## src/rtl/tm_frame_scheduler.sv

```systemverilog
// Telemetry downlink frame scheduler: arbitrates real-time vs playback frame buffers and streams bytes to the serializer.
// Optional idle fill frames are enabled by defining TM_FILL_FRAME_EN.
module tm_frame_scheduler #(
   parameter int         FRAME_BYTES   = 253,
   parameter int         ADDR_W        = 8,
   parameter int         GAP_BITS      = 16,
   parameter int         MAX_RT_STREAK = 4,
   parameter logic [7:0] FILL_BYTE     = 8'h55
) (
   input  logic              ClkI,
   input  logic              Rst,
   input  logic              ReqRt,
   input  logic              ReqPb,
   input  logic [7:0]        DataRt,
   input  logic [7:0]        DataPb,
   output logic [ADDR_W-1:0] RdAddr,
   output logic              RdSel,
   output logic [7:0]        ByteO,
   output logic              SerEn,
   output logic              DoneRt,
   output logic              DonePb,
   output logic              Busy
);

   localparam int GAP_W    = (GAP_BITS > 1) ? $clog2(GAP_BITS) : 1;
   localparam int STREAK_W = $clog2(MAX_RT_STREAK + 1);

   localparam logic [ADDR_W-1:0]   LAST_ADDR  = ADDR_W'(FRAME_BYTES - 1);
   localparam logic [GAP_W-1:0]    GAP_LAST   = GAP_W'((GAP_BITS > 0) ? (GAP_BITS - 1) : 0);
   localparam logic [STREAK_W-1:0] STREAK_MAX = STREAK_W'(MAX_RT_STREAK);

   typedef enum logic [1:0] {
      IDLE     = 2'd0,
      PREFETCH = 2'd1,
      SEND     = 2'd2,
      GAP      = 2'd3
   } state_t;

   state_t              state_r,   nextState_s;
   logic [ADDR_W-1:0]   rdAddr_r,  rdAddr_s;
   logic                rdSel_r,   rdSel_s;
   logic [7:0]          byteO_r,   byteO_s;
   logic                serEn_r,   serEn_s;
   logic                doneRt_r,  doneRt_s;
   logic                donePb_r,  donePb_s;
   logic                busy_r,    busy_s;
   logic [2:0]          bitCnt_r,  bitCnt_s;
   logic [ADDR_W-1:0]   byteCnt_r, byteCnt_s;
   logic [GAP_W-1:0]    gapCnt_r,  gapCnt_s;
   logic [STREAK_W-1:0] streak_r,  streak_s;
   logic                fill_r,    fill_s;
   logic [7:0]          srcByte_s;
   logic [ADDR_W-1:0]   addrInc_s;

   // Next-state and next-output logic for the scheduler FSM.
   always_comb begin
      nextState_s = state_r;
      rdAddr_s    = rdAddr_r;
      rdSel_s     = rdSel_r;
      byteO_s     = byteO_r;
      serEn_s     = serEn_r;
      doneRt_s    = 1'b0;
      donePb_s    = 1'b0;
      busy_s      = busy_r;
      bitCnt_s    = bitCnt_r;
      byteCnt_s   = byteCnt_r;
      gapCnt_s    = gapCnt_r;
      streak_s    = streak_r;
      fill_s      = fill_r;
      srcByte_s   = fill_r ? FILL_BYTE : (rdSel_r ? DataPb : DataRt);
      addrInc_s   = (rdAddr_r == LAST_ADDR) ? rdAddr_r : (rdAddr_r + ADDR_W'(1));

      case (state_r)
         IDLE: begin
            // Address 0 is presented while idle so the RAM already holds byte 0 during PREFETCH.
            rdAddr_s = {ADDR_W{1'b0}};
            if (ReqRt || ReqPb) begin
               nextState_s = PREFETCH;
               busy_s      = 1'b1;
               fill_s      = 1'b0;
               if (ReqPb && (!ReqRt || (streak_r == STREAK_MAX))) begin
                  rdSel_s  = 1'b1;
                  streak_s = {STREAK_W{1'b0}};
               end else begin
                  rdSel_s = 1'b0;
                  if (ReqPb) begin
                     streak_s = (streak_r == STREAK_MAX) ? streak_r : (streak_r + STREAK_W'(1));
                  end else begin
                     streak_s = {STREAK_W{1'b0}};
                  end
               end
            end else begin
`ifdef TM_FILL_FRAME_EN
               nextState_s = PREFETCH;
               busy_s      = 1'b1;
               fill_s      = 1'b1;
               rdSel_s     = 1'b0;
`else
               nextState_s = IDLE;
               busy_s      = 1'b0;
`endif
            end
         end

         PREFETCH: begin
            nextState_s = SEND;
            serEn_s     = 1'b1;
            byteO_s     = srcByte_s;
            bitCnt_s    = 3'd0;
            byteCnt_s   = {ADDR_W{1'b0}};
            rdAddr_s    = addrInc_s;
         end

         SEND: begin
            bitCnt_s = bitCnt_r + 3'd1;
            if (bitCnt_r == 3'd7) begin
               if (byteCnt_r == LAST_ADDR) begin
                  serEn_s  = 1'b0;
                  doneRt_s = !fill_r && !rdSel_r;
                  donePb_s = !fill_r && rdSel_r;
                  rdAddr_s = {ADDR_W{1'b0}};
                  gapCnt_s = {GAP_W{1'b0}};
                  if (GAP_BITS == 0) begin
                     nextState_s = IDLE;
                     busy_s      = 1'b0;
                  end else begin
                     nextState_s = GAP;
                  end
               end else begin
                  byteO_s   = srcByte_s;
                  byteCnt_s = byteCnt_r + ADDR_W'(1);
                  rdAddr_s  = addrInc_s;
               end
            end else begin
               byteO_s = byteO_r;
            end
         end

         GAP: begin
            if (gapCnt_r == GAP_LAST) begin
               nextState_s = IDLE;
               busy_s      = 1'b0;
            end else begin
               gapCnt_s = gapCnt_r + GAP_W'(1);
            end
         end

         default: begin
            nextState_s = IDLE;
            serEn_s     = 1'b0;
            busy_s      = 1'b0;
            rdAddr_s    = {ADDR_W{1'b0}};
         end
      endcase
   end

   // State and registered-output update; reset aborts any frame without a Done pulse.
   always_ff @(posedge ClkI or negedge Rst) begin
      if (!Rst) begin
         state_r   <= IDLE;
         rdAddr_r  <= {ADDR_W{1'b0}};
         rdSel_r   <= 1'b0;
         byteO_r   <= 8'h00;
         serEn_r   <= 1'b0;
         doneRt_r  <= 1'b0;
         donePb_r  <= 1'b0;
         busy_r    <= 1'b0;
         bitCnt_r  <= 3'd0;
         byteCnt_r <= {ADDR_W{1'b0}};
         gapCnt_r  <= {GAP_W{1'b0}};
         streak_r  <= {STREAK_W{1'b0}};
         fill_r    <= 1'b0;
      end else begin
         state_r   <= nextState_s;
         rdAddr_r  <= rdAddr_s;
         rdSel_r   <= rdSel_s;
         byteO_r   <= byteO_s;
         serEn_r   <= serEn_s;
         doneRt_r  <= doneRt_s;
         donePb_r  <= donePb_s;
         busy_r    <= busy_s;
         bitCnt_r  <= bitCnt_s;
         byteCnt_r <= byteCnt_s;
         gapCnt_r  <= gapCnt_s;
         streak_r  <= streak_s;
         fill_r    <= fill_s;
      end
   end

   assign RdAddr = rdAddr_r;
   assign RdSel  = rdSel_r;
   assign ByteO  = byteO_r;
   assign SerEn  = serEn_r;
   assign DoneRt = doneRt_r;
   assign DonePb = donePb_r;
   assign Busy   = busy_r;

endmodule

```

## config.mk

```make
export PLATFORM = sky130hd
export DESIGN_NAME = tm_frame_scheduler
export DESIGN_NICKNAME = d
export VERILOG_FILES = /design/src/rtl/tm_frame_scheduler.sv
export SDC_FILE = /design/constraint.sdc
export NUM_CORES = 1
export LEC_CHECK = 0
export CAP_MARGIN = 5
export CORE_UTILIZATION = 35
export CTS_CLUSTER_DIAMETER = 80
export DETAILED_ROUTE_END_ITERATION = 8
export GPL_TIMING_DRIVEN = 0
export PLACE_DENSITY_LB_ADDON = 0.25
export SYNTH_ARGS = -nofsm -noshare
export SYNTH_HDL_FRONTEND = slang
export SYNTH_SLANG_ARGS = --single-unit
```

## constraint.sdc

```tcl
create_clock -name ClkI -period 1.95 [get_ports ClkI]
set_input_delay 0.39 -clock ClkI [delete_from_list [all_inputs] [get_ports ClkI]]
set_output_delay 0.39 -clock ClkI [all_outputs]
set_load 0.01 [all_outputs]
```

==> qor.csv <==
metric;value;unit
htree depth;2;
Yosys warning total;0;
core area;6386;µm²
CTS tree;yes;
number of synthesized register bits;41;
Worst-path clk slew;0.08;ns
DIE WIDTH;83.50;µm
Final Instance Count excl. Fillers;354;
Post-Place Cells;347;
clk_skew;0.005656;ns
GR Util All Layers;15.55;%
largest stage delay on the critical path;0.45;ns
Final min period;1.805;ns
initial antenna violation count;0;
CP top delay family;simple AND/OR/NAND/NOR gates;
sequential fraction of the synthesis area;44.13;%
CP arrival;1.99;ns
count of final hold-check violations;0;
Layout Utilization;46.81;%
Yosys top cell by area;dfrtp_1;
syn_nets;264;
MaxCap Viol Count;0;
critical path launch point;byteCnt_r[0];
Synth area leaders;dfrtp_1 (44%), ha_1 (8.1%), mux2i_1 (4.3%), a21oi_1 (4.1%), nand3_1 (2.6%);
Synth Area per Inst;10.15;µm²
Area Overhead vs Synth;28.58;%
clock sinks;41;
latest clock arrival within the worst-skew pair;0.29;ns
Placer Congestion;0.7308;
Max IR drop VDD;0.3575;mV
Starting Density;36.40;%
Slew HR;58.16;%
run status;finished, final reports clean;
Die Area;6972;µm²
crit end category;flip-flop;
Post-DP HPWL;3751;µm
Num CTS Buffers;5;
root buffer cell;clkbuf_8;
DR pass1 iterations;4;
Vias;1899;
vias in the first global route;1896;
DRC viols;0;
hold_buf cts;0;
DRT antenna net count;0;
clk buf depth;2;
setup repair bufs after CTS;0;
Port Buf Inserts;40;
Cells after Synth;229;
most frequent cells in the layout;dfrtp_1 (40), clkdlybuf4s50_1 (39), a21oi_1 (18), nand2_1 (16);
CP Cell Sequence;inv_1 > ha_1 > and3_1 > nand3_1 > o22ai_1 > nor2_1;
Synth Flop Type;dfrtp_1;
wire per inst;14.24;µm
Ports;41;
area occupied by registers;1027;µm²
top cell type's share of synthesized area;44.13;%
Multi-input gate area;1224;µm²
Pwr Total;1.679;mW
ant diodes;0;
die height;83.50;µm
final worst-path cycle share;92.54;%
Setup-failing EPs final;0;
Slew Viols, Final;0;
Setup crit start kind;flip-flop;
R2R Setup Slk;0.15;ns
Hold/Removal Path Class;in -> async;
slowest CP cell;dfrtp_1;
critical path endpoint;gapCnt_r[2];
PD cells;561.7;nW/µm²
largest net degree at the start of global routing;24;
post-synth cell types;48;
share of cells above drive strength 1;11.19;%
WP data required;2.13;ns
FFs w/ async S/R, synth;100.0;%
fill count;624;
leakage;1.259;nW
vias per cell;5.364;
most common cell after layout, fill and taps aside;dfrtp_1;
Reg-to-Reg End;gapCnt_r[2];
Worst path depth;6;
worst flop-to-flop path startpoint;byteCnt_r[0];
crit path buf inv count;1;
first-pass GRT wire length;8845;µm
Worst-Margin Slew;0.6275;ns
Setup Crit Path Kind;reg -> reg;
row cnt;29;
reg2reg path depth;6;
crit path max fanout;6;
routed wire length;5042;µm
maximum clock rate;554.1;MHz
Initial DRC Count;91;
Synth Cell Area;2325;µm²
EDFF count, synth;0;
total grt overflow;0;
final net count;311;
-- sequential cells by signal, indices dropped and copies added, names as in the netlist, 2 cells and up --
register / cells
streak_r: 3
byteCnt_r: 8
RdAddr: 8
bitCnt_r: 3
ByteO: 8
gapCnt_r: 4
state_r: 2
-- what timing repair did --
action                     4_1_cts  5_1_grt
cloned                           0        0
setup endpoints to repair        4       11
pin swaps                        0        2
gates resized for setup          2        7
-- worst reg2reg max path, stage by stage, from the launching register on --
cell and delay (ns):
dfrtp_1 0.45, inv_1 0.09, ha_1 0.20, and3_1 0.40, nand3_1 0.27, o22ai_1 0.23, nor2_1 0.06
-- synth_stat cells, drive strengths merged, types with 2 or more instances --
library cell / n
a21o: 4
a21oi: 19
a31o: 5
a31oi: 6
a41oi: 3
and2: 4
and3: 3
and4: 2
buf: 2
clkbuf: 5
dfrtp: 41
ha: 15
inv: 14
mux2: 2
mux2i: 10
nand2: 17
nand2b: 2
nand3: 12
nand4: 6
nand4b: 2
nor2: 10
nor3: 10
o21ai: 11
o22a: 2
o22ai: 4
o31ai: 2
xnor2: 2
xor2: 2
-- worst min-delay path by stage --
stage	from	endpoint	cells after the start
floorplan	Rst	Busy	0
detailed placement	Rst	ByteO[1]	1
global placement	SerEn	SerEn	2
CTS	Rst	RdAddr[6]	1
finish	Rst	byteCnt_r[3]	1
global route	Rst	ByteO[1]	1
-- kinds of logic after synthesis --
family                     count (synthesis)  share of synthesized area (%)
muxes                                     12                          5.275
AOI/OAI and AO/OA                         65                          20.08
adders and majority gates                 15                          8.073
xor gates and xnor gates                   4                          1.507
buffers and inverters                     21                          4.521
and+or+nand+nor                           71                          16.42
DFF                                       41                          44.13
-- through the flow --
| stage | TNS (ns) | area [µm²] | hold WS (ns) | worst slack [ns] |
|---|---|---|---|---|
| global placement | -25.83 | 2821 | 0.4641 | -0.6316 |
| finish | 0 | 2989 | 0.05782 | 0.1454 |
| floorplan | 0 | 2325 | 0.09441 | 0.2225 |
| global route | -0.009404 | 2989 | 0.07855 | -0.009404 |
| CTS | 0 | 2972 | 0.06639 | 0.02931 |
| detailed placement | -0.1369 | 2844 | 0.3834 | -0.08628 |
-- power breakdown --
part / total, mW / internal [mW] / switching [mW]
Sequential: 0.864 / 0.859 / 0.00572
Combinational: 0.101 / 0.0609 / 0.0405
Clock: 0.713 / 0.418 / 0.296
-- routing by layer --
layer / track usage, % / wire (µm) / vias up
met5: 0 / 0 / -
met1: 19.71 / 2285 / 927
met2: 26.83 / 2535 / 33
met3: 2.868 / 160 / 5
met4: 5.085 / 60 / 0
li1: - / - / 934
-- cell type report --
type,count,share of cell area (%)
well taps,77,3.223
multi-input cells,167,40.94
repair buffers,41,14.15
clock buffers,7,2.888
clock inverters,1,1.005
plain buffers,6,1.674
flip-flops and latches,41,34.37
inverters,14,1.758
No activity file was read; power rests on OpenSTA's default activity.
